===== src/rtl/inst_fetch_queue_if.sv =====
// Bus bundle for inst_fetch_queue: byte-read port towards RAM and decoded-instruction port towards the decoder.
// Handshakes: a byte moves when mem_req & mem_ack; a queue entry moves when dq_valid & dq_ready.
interface inst_fetch_queue_if #(
  parameter int ADDR_W = 16,
  parameter int WIDTH  = 16
);
  logic              mem_req;
  logic [ADDR_W-1:0] mem_addr;
  logic              mem_ack;
  logic [7:0]        mem_rdata;
  logic              dq_valid;
  logic              dq_ready;
  logic [15:0]       dq_inst;
  logic [ADDR_W-1:0] dq_pc;
  logic [1:0]        dq_bytes;
  logic [WIDTH-1:0]  dq_rhs;

  modport master (
    output mem_req, mem_addr, dq_valid, dq_inst, dq_pc, dq_bytes, dq_rhs,
    input  mem_ack, mem_rdata, dq_ready
  );

  modport slave (
    input  mem_req, mem_addr, dq_valid, dq_inst, dq_pc, dq_bytes, dq_rhs,
    output mem_ack, mem_rdata, dq_ready
  );
endinterface


===== src/rtl/inst_fetch_queue.sv =====
// Byte-serial instruction fetch with a QDEPTH-entry pre-decoded instruction FIFO and redirect flush.
// Optional bus-timeout fault (FAULT state, sticky fetch_fault) is built only when IFQ_TIMEOUT_EN is defined.
module inst_fetch_queue #(
  parameter int WIDTH   = 16,
  parameter int ADDR_W  = 16,
  parameter int QDEPTH  = 2,
  parameter int TIMEOUT = 15
) (
  input  logic              clk,
  input  logic              rst,
  input  logic              redirect,
  input  logic [ADDR_W-1:0] redirect_pc,
  inst_fetch_queue_if.master bus,
  output logic              fetch_fault,
  output logic [1:0]        dbg_state
);

  localparam int PW = $clog2(QDEPTH);
  localparam int CW = $clog2(QDEPTH + 1);

  if (QDEPTH < 2 || QDEPTH > 8 || (QDEPTH & (QDEPTH - 1)) != 0 || WIDTH < 12 || TIMEOUT < 1)
  begin : g_param_err
    $error("inst_fetch_queue: unsupported parameter set");
  end

`ifdef IFQ_TIMEOUT_EN
  typedef enum logic [1:0] {F_OP = 2'd0, F_ARG = 2'd1, FAULT = 2'd2} state_t;
  localparam int TCW = $clog2(TIMEOUT + 1);
  localparam logic [TCW-1:0] TO_MAX = TCW'(TIMEOUT);
  logic [TCW-1:0] to_cnt_q, to_cnt_d;
  logic           fault_q, fault_d;
`else
  typedef enum logic [1:0] {F_OP = 2'd0, F_ARG = 2'd1} state_t;
`endif

  typedef struct packed {
    logic [15:0]       inst;
    logic [ADDR_W-1:0] pc;
    logic [1:0]        bytes;
    logic [WIDTH-1:0]  rhs;
  } entry_t;

  state_t            state_q, state_d;
  logic [ADDR_W-1:0] pc_q, pc_d;
  logic [7:0]        op_q, op_d;
  logic [ADDR_W-1:0] op_pc_q, op_pc_d;
  logic [PW-1:0]     rd_q, rd_d, wr_q, wr_d;
  logic [CW-1:0]     count_q, count_d;
  entry_t            ent_q [QDEPTH];
  entry_t            ent_d [QDEPTH];
  logic              mem_req_q, mem_req_d;
  logic [ADDR_W-1:0] mem_addr_q, mem_addr_d;

  logic   xfer, pop, push, has_head;
  entry_t new_ent, head;

  // Operand pre-decode for 2-byte instructions.
  function automatic logic [WIDTH-1:0] calc_rhs(input logic [15:0] inst);
    logic [WIDTH-1:0] r;
    if (inst[15:11] == 5'b11000 || inst[15:11] == 5'b11010)
      r = {{(WIDTH-11){inst[10]}}, inst[10:0]};
    else if (inst[10:8] == 3'b001)
      r = WIDTH'({inst[7:0], 8'h00});
    else
      r = WIDTH'(inst[7:0]);
    return r;
  endfunction

  assign has_head = (count_q != '0);
  assign head     = ent_q[rd_q];
  assign xfer     = mem_req_q & bus.mem_ack;
  assign pop      = has_head & bus.dq_ready;

  always_comb begin
    state_d    = state_q;
    pc_d       = pc_q;
    op_d       = op_q;
    op_pc_d    = op_pc_q;
    rd_d       = rd_q;
    wr_d       = wr_q;
    count_d    = count_q;
    ent_d      = ent_q;
    mem_req_d  = mem_req_q;
    mem_addr_d = mem_addr_q;
    push       = 1'b0;
    new_ent    = '0;
`ifdef IFQ_TIMEOUT_EN
    to_cnt_d   = to_cnt_q;
    fault_d    = fault_q;
`endif
    if (redirect) begin
      // Flush wins over any ack or pop landing in the same cycle.
      state_d = F_OP;
      pc_d    = redirect_pc;
      rd_d    = '0;
      wr_d    = '0;
      count_d = '0;
`ifdef IFQ_TIMEOUT_EN
      to_cnt_d = '0;
      fault_d  = 1'b0;
`endif
    end else begin
      case (state_q)
        F_OP: begin
          if (xfer) begin
            op_d    = bus.mem_rdata;
            op_pc_d = pc_q;
            pc_d    = pc_q + ADDR_W'(1);
            if (bus.mem_rdata[7]) begin
              state_d = F_ARG;
            end else begin
              push          = 1'b1;
              new_ent.inst  = {bus.mem_rdata, 8'h00};
              new_ent.pc    = pc_q;
              new_ent.bytes = 2'd1;
              new_ent.rhs   = '0;
            end
          end
        end
        F_ARG: begin
          if (xfer) begin
            push          = 1'b1;
            new_ent.inst  = {op_q, bus.mem_rdata};
            new_ent.pc    = op_pc_q;
            new_ent.bytes = 2'd2;
            new_ent.rhs   = calc_rhs({op_q, bus.mem_rdata});
            pc_d          = pc_q + ADDR_W'(1);
            state_d       = F_OP;
          end
        end
        default: ;
      endcase
`ifdef IFQ_TIMEOUT_EN
      if (state_q != FAULT) begin
        if (xfer) begin
          to_cnt_d = '0;
        end else if (mem_req_q) begin
          to_cnt_d = to_cnt_q + TCW'(1);
          if (to_cnt_d == TO_MAX) begin
            state_d = FAULT;
            fault_d = 1'b1;
          end
        end
      end
`endif
      if (push) begin
        ent_d[wr_q] = new_ent;
        wr_d        = wr_q + PW'(1);
      end
      if (pop) rd_d = rd_q + PW'(1);
      count_d = count_q + CW'(push) - CW'(pop);
    end
    // The opcode fetch reserves the slot, so the arg fetch never waits for space.
    case (state_d)
      F_OP:    mem_req_d = (count_d < CW'(QDEPTH));
      F_ARG:   mem_req_d = 1'b1;
      default: mem_req_d = 1'b0;
    endcase
    mem_addr_d = pc_d;
  end

  always_ff @(posedge clk or posedge rst) begin
    if (rst) begin
      state_q    <= F_OP;
      pc_q       <= '0;
      op_q       <= '0;
      op_pc_q    <= '0;
      rd_q       <= '0;
      wr_q       <= '0;
      count_q    <= '0;
      mem_req_q  <= 1'b0;
      mem_addr_q <= '0;
      for (int i = 0; i < QDEPTH; i++) ent_q[i] <= '0;
`ifdef IFQ_TIMEOUT_EN
      to_cnt_q   <= '0;
      fault_q    <= 1'b0;
`endif
    end else begin
      state_q    <= state_d;
      pc_q       <= pc_d;
      op_q       <= op_d;
      op_pc_q    <= op_pc_d;
      rd_q       <= rd_d;
      wr_q       <= wr_d;
      count_q    <= count_d;
      mem_req_q  <= mem_req_d;
      mem_addr_q <= mem_addr_d;
      for (int i = 0; i < QDEPTH; i++) ent_q[i] <= ent_d[i];
`ifdef IFQ_TIMEOUT_EN
      to_cnt_q   <= to_cnt_d;
      fault_q    <= fault_d;
`endif
    end
  end

  assign bus.mem_req  = mem_req_q;
  assign bus.mem_addr = mem_addr_q;
  assign bus.dq_valid = has_head;
  assign bus.dq_inst  = has_head ? head.inst  : '0;
  assign bus.dq_pc    = has_head ? head.pc    : '0;
  assign bus.dq_bytes = has_head ? head.bytes : '0;
  assign bus.dq_rhs   = has_head ? head.rhs   : '0;
  assign dbg_state    = state_q;

`ifdef IFQ_TIMEOUT_EN
  assign fetch_fault = fault_q;
`else
  assign fetch_fault = 1'b0;
`endif

endmodule

===== src/flat_wrapper.sv =====
// flat-port wrapper written by rule: the top's interface ports become plain ports
module inst_fetch_queue_flat 
#(
  parameter int WIDTH   = 16,
  parameter int ADDR_W  = 16,
  parameter int QDEPTH  = 2,
  parameter int TIMEOUT = 15
)
  (clk, rst, redirect, redirect_pc, fetch_fault, dbg_state, bus_mem_req, bus_mem_addr, bus_dq_valid, bus_dq_inst, bus_dq_pc, bus_dq_bytes, bus_dq_rhs, bus_mem_ack, bus_mem_rdata, bus_dq_ready);
  inst_fetch_queue_if #(.ADDR_W(ADDR_W), .WIDTH(WIDTH)) bus_i ();
  input  logic clk;
  input  logic rst;
  input  logic redirect;
  input  logic [ADDR_W-1:0] redirect_pc;
  output logic fetch_fault;
  output logic [1:0] dbg_state;
  output wire logic [$bits(bus_i.mem_req)-1:0] bus_mem_req;
  output wire logic [$bits(bus_i.mem_addr)-1:0] bus_mem_addr;
  output wire logic [$bits(bus_i.dq_valid)-1:0] bus_dq_valid;
  output wire logic [$bits(bus_i.dq_inst)-1:0] bus_dq_inst;
  output wire logic [$bits(bus_i.dq_pc)-1:0] bus_dq_pc;
  output wire logic [$bits(bus_i.dq_bytes)-1:0] bus_dq_bytes;
  output wire logic [$bits(bus_i.dq_rhs)-1:0] bus_dq_rhs;
  input wire logic [$bits(bus_i.mem_ack)-1:0] bus_mem_ack;
  input wire logic [$bits(bus_i.mem_rdata)-1:0] bus_mem_rdata;
  input wire logic [$bits(bus_i.dq_ready)-1:0] bus_dq_ready;
  assign bus_mem_req = bus_i.mem_req;
  assign bus_mem_addr = bus_i.mem_addr;
  assign bus_dq_valid = bus_i.dq_valid;
  assign bus_dq_inst = bus_i.dq_inst;
  assign bus_dq_pc = bus_i.dq_pc;
  assign bus_dq_bytes = bus_i.dq_bytes;
  assign bus_dq_rhs = bus_i.dq_rhs;
  assign bus_i.mem_ack = bus_mem_ack;
  assign bus_i.mem_rdata = bus_mem_rdata;
  assign bus_i.dq_ready = bus_dq_ready;
  inst_fetch_queue #(.WIDTH(WIDTH), .ADDR_W(ADDR_W), .QDEPTH(QDEPTH), .TIMEOUT(TIMEOUT)) u_core (.clk(clk), .rst(rst), .redirect(redirect), .redirect_pc(redirect_pc), .bus(bus_i), .fetch_fault(fetch_fault), .dbg_state(dbg_state));
endmodule

===== config.mk =====
export PLATFORM = sky130hd
export DESIGN_NAME = inst_fetch_queue_flat
export DESIGN_NICKNAME = d
export VERILOG_FILES = /design/src/rtl/inst_fetch_queue_if.sv /design/src/rtl/inst_fetch_queue.sv /design/src/flat_wrapper.sv
export SDC_FILE = /design/constraint.sdc
export NUM_CORES = 1
export LEC_CHECK = 0
export ABC_AREA = 1
export BUFFER_PORTS_ARGS = -buffer_cell sky130_fd_sc_hd__buf_2
export CORE_UTILIZATION = 58
export CTS_CLUSTER_SIZE = 8
export DETAILED_ROUTE_END_ITERATION = 8
export GPL_ROUTABILITY_DRIVEN = 0
export GPL_TIMING_DRIVEN = 0
export PLACE_DENSITY = 0.84
export SYNTH_ARGS = -nofsm -noshare
export SYNTH_HDL_FRONTEND = slang
export SYNTH_SLANG_ARGS = --single-unit

===== constraint.sdc =====
create_clock -name clk -period 4.8 [get_ports clk]
set_clock_uncertainty 0.2 [all_clocks]
set_input_delay 0.24 -clock clk [delete_from_list [all_inputs] [get_ports clk]]
set_output_delay 0.24 -clock clk [all_outputs]
set_load 0.03 [all_outputs]

==> impl_metrics.env, run 1 <==
export IMPL_status="completed"
export IMPL_crit_arrival_ns=2.40
export IMPL_synth_largest_area_cell="dfrtp_1"
export IMPL_drt_iter0_drc=623
export IMPL_maxCapViolCount=0
export IMPL_path_class="register to output pin"
export IMPL_drtAntennaViolNets=0
export IMPL_vias_per_cell=5.63
export IMPL_power_leakage_nw=4.33
export IMPL_syn_to_final_growth_pct=20.5
export IMPL_synth_seq_area_share_pct=50.1
export IMPL_start_util_pct=60.3
export IMPL_cts_sinks=147
export IMPL_cts_root_buffer="clkbuf_16"
export IMPL_finalSetupViolCount=0
export IMPL_antennaDiodeCount=0
export IMPL_p_sw_mw=1.63
export IMPL_slew_headroom_pct=52.3
export IMPL_drc=0
export IMPL_fin_nets=1113
export IMPL_place_area_mm2=0.00807
export IMPL_post_route_min_period_ns=2.84
export IMPL_p_sw_share_pct=38.0
export IMPL_die_area_mm2=0.0131
export IMPL_grt_use_total_pct=33.2
export IMPL_nFillCells=941
export IMPL_p_per_area_mw_per_mm2=484
export IMPL_worstHoldPathType="input pin to register"
export IMPL_routed_wl_um=20500
export IMPL_slew_violations=0
export IMPL_hold_violations=0
export IMPL_final_cell_count_no_fill=1262
export IMPL_max_clock_freq_mhz=353
export IMPL_first_pass_iters=7
export IMPL_total_power_mw=4.28
export IMPL_grt_max_degree=77
export IMPL_p_int_mw=2.65
export IMPL_layout_common_cells="356 x nand2_1, 147 x dfrtp_1, 107 x buf_2"
export IMPL_routedLengthMet1_um=8350
export IMPL_pin_count=100
export IMPL_vdd_ir_drop_max_mv=0.249
export IMPL_clk_latency_ns=0.43
export IMPL_crit_chain="nor2_1 > clkbuf_1 > inv_1 > o21ai_0 > a21oi_1 > buf_2"
export IMPL_fp_coreArea_mm2=0.0122
export IMPL_whs_ns=0.0206
export IMPL_placedCellCount=1206
export IMPL_vias=7099
export IMPL_rsz0062_at_grt="false"
export IMPL_cts_reportedPaths_clkPinSlew_ns=0.05
export IMPL_slowest_stage="nor2_1"
export IMPL_top_layer_used="met4"
export IMPL_overflow=0
export IMPL_cts_tree="built"
export IMPL_cts_buffer_depth=2
export IMPL_power_share_clock_pct=27.9
export IMPL_yosys_warnings=0
export IMPL_min_period_over_period_pct=59.1
export IMPL_multiInputGateArea_mm2=0.00302
export IMPL_synth_cell_area_mm2=0.00734
export IMPL_pwr_share_seq_pct=41.0
export IMPL_synth_area_leaders="dfrtp_1 50%, nand2_1 18%, o21ai_0 6.5%"
export IMPL_die_h_um=114
export IMPL_tightest_slew_ns=0.713
export IMPL_antenna_found_initial=0
export IMPL_synth_avg_cell_area_um2=7.82
export IMPL_synth_seq_cells=147
export IMPL_finalInstanceArea_mm2=0.00884
export IMPL_final_seq_area_mm2=0.00368
export IMPL_mostFrequentLayoutCell="nand2_1"
export IMPL_crit_path_max_fanout=10
export IMPL_dr_wl_met3_um=1840
export IMPL_grt_pass1_vias=6434
export IMPL_avgRoutedWirePerCell_um=16.2
export IMPL_htreeDepth=4
export IMPL_hpwl_um=13900
export IMPL_required_ns=4.36
export IMPL_cts_buffers=17
export IMPL_grt_pass1_wl_um=32700
export IMPL_synth_cell_types=33
export IMPL_synth_cells=939
export IMPL_start_kind="register"
export IMPL_dr_wl_met2_um=9650
export IMPL_endpoint_kind="output pin"
export IMPL_cpPeakStageDelay_ns=0.56
export IMPL_numPortBuffers=98
export IMPL_synth_top_area_share_pct=50.1
export IMPL_rows=40
export IMPL_postSynthNetCount=971
export IMPL_die_width_um=114
export IMPL_ctsResizeCount=0
export IMPL_final_layout_size_suffix_gt1_share_pct=17.8
export IMPL_power_frac_comb_pct=31.1
## through the flow
step	setup TNS, ns	setup slack [ns]	util [%]
6_report	0	1.96	72.7
5_1_grt	0	1.91	72.7
4_1_cts	0	2.04	72.7
3_5_place_dp	0	2.48	66.4
3_3_place_gp	-162.09	-1.11	66.1
2_1_floorplan	0	0.409	-
## worst max-delay path: cells and delay by family (launching register included)
family	cells	cell delay, ns
AO/OA/AOI/OAI	2	0.17
buffers and inverters	3	0.83
AND/OR/NAND/NOR	1	0.56
flip-flops	1	0.40
## flip-flops by register name, indices dropped and copies added, names as in the netlist, 2 cells and up
name,cells
u_core.op_pc_q,16
u_core.ent_q,100
u_core.pc_q,16
u_core.op_q,8
u_core.dbg_state,2
u_core.count_q,2
## power groups by stage
| stage | registers, mW | logic, mW | clock network (mW) |
|---|---|---|---|
| floorplan | 1.78 | 0.875 | 0 |
| global placement | 1.74 | 1.25 | 0 |
| detailed placement | 1.76 | 1.29 | 0 |
| CTS | 1.74 | 1.31 | 1.20 |
| global route | 1.79 | 1.46 | 1.26 |
| finish | 1.75 | 1.33 | 1.19 |
## cells by family (layout without fill, tap and decap cells)
| family | after synthesis | after routing | share of synthesized area (%) |
|---|---|---|---|
| XOR/XNOR | 1 | 1 | 0.119 |
| adder cells (fa/ha/maj) | 3 | 3 | 0.512 |
| AO/OA/AOI/OAI | 211 | 211 | 16.1 |
| flip-flops | 147 | 147 | 50.1 |
| AND/OR/NAND/NOR | 443 | 443 | 24.3 |
| other | 1 | 1 | 0.0511 |
| buffers and inverters | 133 | 288 | 8.76 |
## metal layers
| layer | vias up | GRT usage [%] |
|---|---|---|
| met5 | - | 0 |
| met4 | 0 | 13.3 |
| met3 | 59 | 6.62 |
| met2 | 411 | 51.6 |
| met1 | 3346 | 46.0 |
| li1 | 3283 | - |
## worst paths after layout
kind                            cells past startpoint         startpoint  slack [ns]                  to
worst max register to register                     10  u_core.count_q[1]        2.49  u_core.bus.mem_req
worst min-delay path                                3   bus_mem_rdata[3]        0.02      u_core.op_q[3]
worst max-delay path                                6  u_core.count_q[1]        1.96     bus_dq_bytes[1]
max in group asynchronous                           4                rst        3.35      u_core.op_q[3]
worst min register to register                      2   u_core.ent_q[38]        0.27    u_core.ent_q[38]
min in group asynchronous                           3                rst        0.27    u_core.ent_q[28]
## Yosys cell counts
| cell type | number |
|---|---|
| nor3_1 | 1 |
| o21ai_2 | 24 |
| nor2_8 | 1 |
| a211oi_1 | 1 |
| o21ai_0 | 95 |
| nor2_1 | 43 |
| inv_4 | 1 |
| nand2_4 | 5 |
| nor2_2 | 2 |
| clkbuf_1 | 21 |
| a22oi_1 | 7 |
| a31oi_1 | 1 |
| o22ai_1 | 7 |
| nand2_2 | 4 |
| nor2_4 | 1 |
| o21ai_1 | 18 |
| inv_1 | 80 |
| o31ai_1 | 1 |
| ha_1 | 3 |
| o211ai_1 | 1 |
| dfrtp_1 | 147 |
| conb_1 | 1 |
| clkbuf_2 | 2 |
| buf_2 | 9 |
| nand4_1 | 6 |
| buf_4 | 3 |
| inv_2 | 2 |
| buf_8 | 1 |
| buf_6 | 14 |
| xnor2_1 | 1 |
| nand3_1 | 24 |
| a21oi_1 | 56 |
| nand2_1 | 356 |
## what timing repair did
action / in CTS / in global routing
endpoints found under the hold margin: 98 / 0
buffers inserted: 0 / 0
hold buffers: 24 / 0
## layout make-up
class                   count  share of cell area (%)
plain buffers              50                    3.72
clock buffers              27                    5.69
clock inverters             5                   0.283
inverters                  83                    3.61
multi-input cells         659                    34.1
flip-flops and latches    147                    41.6
well taps                 168                    2.38
repair buffers            123                    8.58
Note: power is estimated with default switching activity, not from simulation.
==> inputs of run 2 (changes only) <==
--- a/config.mk
+++ b/config.mk
@@ -5,9 +5,9 @@
 export SDC_FILE = /design/constraint.sdc
 export NUM_CORES = 1
 export LEC_CHECK = 0
-export ABC_AREA = 1
+export ABC_AREA = 0
 export BUFFER_PORTS_ARGS = -buffer_cell sky130_fd_sc_hd__buf_2
-export CORE_UTILIZATION = 58
+export CORE_UTILIZATION = 57
 export CTS_CLUSTER_SIZE = 8
 export DETAILED_ROUTE_END_ITERATION = 8
 export GPL_ROUTABILITY_DRIVEN = 0
==> constraint.sdc (replaced) <==
create_clock -name clk -period 2.9 [get_ports clk]
set_clock_uncertainty 0.2 [all_clocks]
set_input_delay 0.145 -clock clk [delete_from_list [all_inputs] [get_ports clk]]
set_output_delay 0.145 -clock clk [all_outputs]
set_load 0.03 [all_outputs]
==> impl_metrics.env, run 2 <==
export IMPL_status="finished, violations left"
export IMPL_violations="design-rule violations"
export IMPL_cts_buffers=17
export IMPL_synth_cell_area_mm2=0.00678
export IMPL_start_kind="register"
export IMPL_path_class="register to output pin"
export IMPL_path_depth=5
export IMPL_multiInputGateArea_mm2=0.00286
export IMPL_synth_edf_count=0
export IMPL_async_reset_ff_share_pct=100
export IMPL_slew_violations=0
export IMPL_cp_buffers_inverters=3
export IMPL_die_h_um=111
export IMPL_vias_per_cell=6.11
export IMPL_endpoint_kind="output pin"
export IMPL_final_seq_area_mm2=0.00368
export IMPL_synth_avg_cell_area_um2=10.3
export IMPL_cp_top_family="buffers and inverters"
export IMPL_mostFrequentLayoutCell="dfrtp_1"
export IMPL_die_area_mm2=0.0123
export IMPL_hold_depth=3
export IMPL_grt_pass1_vias=6045
export IMPL_yosys_warnings=0
export IMPL_fin_nets=840
export IMPL_required_ns=2.56
export IMPL_grt_use_total_pct=32.4
export IMPL_largest_reg_flops=100
export IMPL_synth_most_common_cell="dfrtp_1"
export IMPL_crit_path_max_fanout=10
export IMPL_synth_seq_area_share_pct=54.3
export IMPL_rows=39
export IMPL_hpwl_um=12300
export IMPL_nFillCells=747
export IMPL_min_period_over_period_pct=94.6
export IMPL_die_width_um=111
export IMPL_slowest_stage="buf_1"
export IMPL_tightest_slew_ns=0.861
export IMPL_post_route_min_period_ns=2.74
export IMPL_max_clock_freq_mhz=365
export IMPL_final_layout_size_suffix_gt1_share_pct=21.4
export IMPL_antennaDiodeCount=0
export IMPL_hold_violations=0
export IMPL_drc=14
export IMPL_avgRoutedWirePerCell_um=19.9
export IMPL_synth_largest_area_cell="dfrtp_1"
export IMPL_synth_flop_cell="dfrtp_1"
export IMPL_clk_latency_ns=0.43
export IMPL_fin_ws_ns=0.157
export IMPL_syn_to_final_growth_pct=25.6
export IMPL_grt_max_degree=45
export IMPL_crit_chain="clkbuf_1 > buf_1 > mux2i_1 > nor2_1 > buf_2"
export IMPL_drtAntennaViolNets=0
export IMPL_vias=5894
export IMPL_vdd_ir_drop_max_mv=0.673
export IMPL_cts_reportedPaths_clkPinSlew_ns=0.06
export IMPL_overflow=0
export IMPL_dp_slack_ns=0.423
export IMPL_htreeDepth=4
export IMPL_antenna_found_initial=0
export IMPL_postSynthNetCount=691
export IMPL_cts_root_buffer="clkbuf_16"
export IMPL_cpPeakStageDelay_ns=0.70
export IMPL_cts_sinks=147
export IMPL_synth_cell_types=45
export IMPL_slew_headroom_pct=42.6
export IMPL_first_pass_iters=8
export IMPL_layout_common_cells="147 x dfrtp_1, 105 x buf_2, 96 x nand2_1"
export IMPL_drt_iter0_drc=516
export IMPL_finalSetupViolCount=0
export IMPL_routed_wl_um=19100
export IMPL_top_register="u_core.ent_q"
export IMPL_numPortBuffers=97
export IMPL_cts_tree="built"
export IMPL_synth_top_area_share_pct=54.3
export IMPL_cts_buffer_depth=2
export IMPL_rr_worst_depth=5
export IMPL_rsz0062_at_grt="false"
export IMPL_power_leakage_nw=3.95
export IMPL_pin_count=100
export IMPL_worstHoldPathType="input pin to register"
export IMPL_total_power_mw=8.19
export IMPL_start_util_pct=58.9
export IMPL_synth_area_leaders="dfrtp_1 54%, mux2i_1 7.5%, o21ai_0 5.7%"
export IMPL_reg_top3="u_core.ent_q (100), u_core.op_pc_q (16), u_core.pc_q (16)"
export IMPL_grt_pass1_wl_um=30600
export IMPL_crit_arrival_ns=2.40
export IMPL_synth_cells=659
export IMPL_ys_top_cells_by_count="147 x dfrtp_1, 96 x nand2_1, 77 x o21ai_0, 63 x nor2_1, 51 x mux2i_1"
export IMPL_synth_seq_cells=147
export IMPL_maxCapViolCount=0
export IMPL_p_per_area_mw_per_mm2=962
export IMPL_fp_coreArea_mm2=0.0115
[run 2: kinds of logic (layout without fill, tap and decap cells)]
logic type | after synthesis | in the layout | share of synthesized area [%]
compound gates | 154 | 154 | 14.7
xor+xnor | 14 | 14 | 1.81
fa+ha+maj | 3 | 3 | 0.554
buf+inv | 59 | 221 | 3.52
flops | 147 | 147 | 54.3
mux | 75 | 75 | 11.5
other cells | 1 | 1 | 0.0553
simple gates | 206 | 206 | 13.6
[run 2: through the flow]
| step | cells | cell area [um^2] | TNS, ns | utilization (%) | hold slack, ns |
|---|---|---|---|---|---|
| floorplan | 659 | 6780 | 0 | - | 0.0649 |
| global placement | 899 | 7450 | -2.08 | 64.7 | 0.153 |
| detailed placement | 903 | 7540 | 0 | 65.4 | -0.0212 |
| CTS | 964 | 8510 | 0 | 73.9 | 0.0254 |
| global route | 964 | 8510 | 0 | 73.9 | 0.103 |
| finish | 964 | 8510 | 0 | 73.9 | 0.0416 |
[run 2: worst paths after layout]
| kind | startpoint | endpoint | slack [ns] |
|---|---|---|---|
| hold / removal | bus_mem_rdata[7] | u_core.ent_q[57] | 0.04 |
| hold reg to reg | u_core.ent_q[68] | u_core.ent_q[68] | 0.28 |
| min in group asynchronous | rst | u_core.pc_q[2] | 0.08 |
| setup / recovery | u_core.rd_q | bus_dq_pc[0] | 0.16 |
| setup reg to reg | u_core.pc_q[4] | u_core.pc_q[13] | 0.16 |
| max in group asynchronous | rst | u_core.ent_q[97] | 1.47 |
[run 2: tightest hold or removal path, stage by stage]
cell and delay [ns]:
clkbuf_1 0.23, nand3_1 0.16, o21ai_0 0.08
[run 2: cell type report]
cell class / instances / share of cell area (%)
Buffer: 49 / 2.38
Clock buffer: 23 / 5.73
Clock inverter: 9 / 2.32
Inverter: 10 / 0.485
Multi-Input combinational cell: 453 / 33.6
Sequential cell: 147 / 43.2
Tap cell: 143 / 2.10
Timing Repair Buffer: 130 / 10.1
[run 2: power by group]
part	switching (mW)	internal [mW]	total (mW)
registers	0.441	2.69	3.13
clock network	0.843	1.70	2.55
logic	1.59	0.929	2.52
total	2.87	5.32	8.19
[run 2: per-layer routing]
| layer | wire [um] | global-route usage [%] |
|---|---|---|
| met1 | 7350 | 39.3 |
| met2 | 9680 | 55.4 |
| met3 | 1600 | 7.55 |
| met4 | 515 | 13.8 |
| met5 | 0 | 0 |
[run 2: what timing repair did]
item | 4_1_cts | 5_1_grt
endpoints found under the setup margin | 0 | 1
buffers inserted | 0 | 0
gates resized for setup | 0 | 2
hold buffers | 29 | 0
endpoints found under the hold margin | 155 | 0
==> inputs of run 3 (changes only) <==
--- a/config.mk
+++ b/config.mk
@@ -6,12 +6,12 @@
 export NUM_CORES = 1
 export LEC_CHECK = 0
 export ABC_AREA = 0
-export BUFFER_PORTS_ARGS = -buffer_cell sky130_fd_sc_hd__buf_2
+export BUFFER_PORTS_ARGS = -buffer_cell sky130_fd_sc_hd__buf_4
 export CORE_UTILIZATION = 57
 export CTS_CLUSTER_SIZE = 8
 export DETAILED_ROUTE_END_ITERATION = 8
 export GPL_ROUTABILITY_DRIVEN = 0
-export GPL_TIMING_DRIVEN = 0
+export GPL_TIMING_DRIVEN = 1
 export PLACE_DENSITY = 0.84
 export SYNTH_ARGS = -nofsm -noshare
 export SYNTH_HDL_FRONTEND = slang
==> impl_metrics.env, run 3 (synthesis gave the netlist of run 2 again) <==
export IMPL_cts_root_buffer="clkbuf_16"
export IMPL_top_register="u_core.ent_q"
export IMPL_slew_violations=0
export IMPL_pin_count=100
export IMPL_rsz0062_at_grt="false"
export IMPL_overflow=0
export IMPL_grt_pass1_wl_um=30500
export IMPL_maxCapViolCount=0
export IMPL_fp_coreArea_mm2=0.0115
export IMPL_rr_endpoint="u_core.pc_q[12]"
export IMPL_drt_iter0_drc=489
export IMPL_path_class="register to register"
export IMPL_endpoint_kind="register"
export IMPL_die_h_um=111
export IMPL_drtAntennaViolNets=0
export IMPL_largest_reg_flops=100
export IMPL_hold_depth=5
export IMPL_worstHoldPathType="input pin to register"
export IMPL_nFillCells=720
export IMPL_slowest_stage="dfrtp_1"
export IMPL_cp_startpoint="u_core.pc_q[3]"
export IMPL_hpwl_um=10400
export IMPL_r2r_start="u_core.pc_q[3]"
export IMPL_grt_use_total_pct=32.0
export IMPL_slew_headroom_pct=25.0
export IMPL_cts_buffers=17
export IMPL_cts_reportedPaths_clkPinSlew_ns=0.06
export IMPL_finalSetupViolCount=0
export IMPL_fin_nets=822
export IMPL_vias=5805
export IMPL_start_util_pct=58.9
export IMPL_syn_to_final_growth_pct=28.8
export IMPL_grt_max_degree=148
export IMPL_cts_buffer_depth=2
export IMPL_htreeDepth=4
export IMPL_antennaDiodeCount=0
export IMPL_vias_per_cell=6.14
export IMPL_p_per_area_mw_per_mm2=906
export IMPL_rr_worst_depth=5
export IMPL_min_period_over_period_pct=90.7
export IMPL_grt_pass1_vias=6046
export IMPL_die_width_um=111
export IMPL_vdd_ir_drop_max_mv=0.594
export IMPL_avgRoutedWirePerCell_um=19.7
export IMPL_hold_violations=0
export IMPL_total_power_mw=7.92
export IMPL_post_route_min_period_ns=2.63
export IMPL_cp_buffers_inverters=1
export IMPL_ctsResizeCount=0
export IMPL_rows=39
export IMPL_die_area_mm2=0.0123
export IMPL_start_kind="register"
export IMPL_crit_path_max_fanout=8
export IMPL_cts_tree="built"
export IMPL_clk_latency_ns=0.43
export IMPL_routed_wl_um=18600
export IMPL_max_clock_freq_mhz=380
export IMPL_cts_sinks=147
export IMPL_status="finished, violations left"
export IMPL_cpPeakStageDelay_ns=0.60
export IMPL_placedCellCount=864
export IMPL_tns_ns=0
export IMPL_numPortBuffers=98
export IMPL_violations="design-rule violations"
export IMPL_first_pass_iters=9
export IMPL_reg_top3="u_core.ent_q (100), u_core.op_pc_q (16), u_core.pc_q (16)"
export IMPL_crit_chain="nand4_2 > nor4_1 > xnor2_1 > o21ai_0 > dlygate4sd3_1"
export IMPL_antenna_found_initial=0
export IMPL_final_layout_size_suffix_gt1_share_pct=22.3
export IMPL_tightest_slew_ns=1.12
export IMPL_reg2reg_slack_ns=0.27
export IMPL_hold_start="bus_mem_ack"
export IMPL_min_to="u_core.dbg_state[0]"
export IMPL_required_ns=3.01
export IMPL_final_cell_count_no_fill=945
export IMPL_cp_top_family="simple AND/OR/NAND/NOR gates"
export IMPL_drc=14
export IMPL_layout_common_cells="146 x dfrtp_1, 108 x buf_4, 96 x nand2_1"
export IMPL_power_leakage_nw=3.96
export IMPL_crit_arrival_ns=2.74
export IMPL_mostFrequentLayoutCell="dfrtp_1"
[run 3: cell types whose count changed in the layout (fill, tap and decap cells not counted), sizes merged]
cell	previous run	this run
clkinv	2	6
clkbuf	52	19
bufinv	6	2
dlygate4sd3	29	50
buf	121	111
inv	9	10
clkinvlp	2	4
[run 3: worst max-delay path by stage]
stage	endpoint	cells past startpoint
floorplan	u_core.pc_q[13]	5
global placement	u_core.ent_q[89]	4
detailed placement	u_core.ent_q[85]	4
CTS	u_core.ent_q[85]	5
global route	u_core.pc_q[12]	6
finish	u_core.pc_q[12]	5
[run 3: routing by layer]
metal / wire length, um / GRT usage, % / part of all wire [%] / vias to the layer above
met1: 7300 / 39.7 / 39 / 2862
met2: 9260 / 52.8 / 50 / 300
met5: 0 / 0 / 0 / -
met3: 1280 / 6.72 / 6.8 / 75
li1: - / - / - / 2568
met4: 817 / 17.2 / 4.4 / 0
[run 3: power by group]
part           internal (mW)  switching (mW)  leakage [nW]
clock                   1.31           0.857         0.281
combinational           1.07            1.48          1.78
sequential              2.69           0.509          1.89
[run 3: layout make-up]
class / instances / area, um^2 / share of cell area, %
clock buffer: 19 / 453 / 5.18
inverter: 10 / 41.3 / 0.473
tap: 143 / 179 / 2.05
timing repair buffer: 161 / 1370 / 15.7
sequential: 147 / 3680 / 42.1
clock inverter: 12 / 133 / 1.52
multi-input combinational: 453 / 2880 / 33.0
[run 3: repair_timing]
item / CTS / global route
hold endpoints to repair: 237 / 0
setup buffers: 0 / 0
hold buffers: 50 / 0
[run 3: metrics by stage]
| stage | utilization (%) | setup WS [ns] | hold slack [ns] | cell area (um^2) |
|---|---|---|---|---|
| CTS | 75.9 | 0.380 | 0.101 | 8740 |
| detailed placement | 66.4 | 0.491 | 0.158 | 7650 |
| global placement | 66.4 | 0.656 | 0.151 | 7650 |
| floorplan | - | 0.687 | 0.0649 | 6780 |
| global route | 75.9 | 0.151 | 0.129 | 8740 |
| finish | 75.9 | 0.270 | 0.116 | 8740 |
[run 3: tightest hold or removal path: stages]
cell      delay, ns
buf_4          0.11
nand3b_4       0.16
nand2_1        0.12
a21o_1         0.13
inv_1          0.04
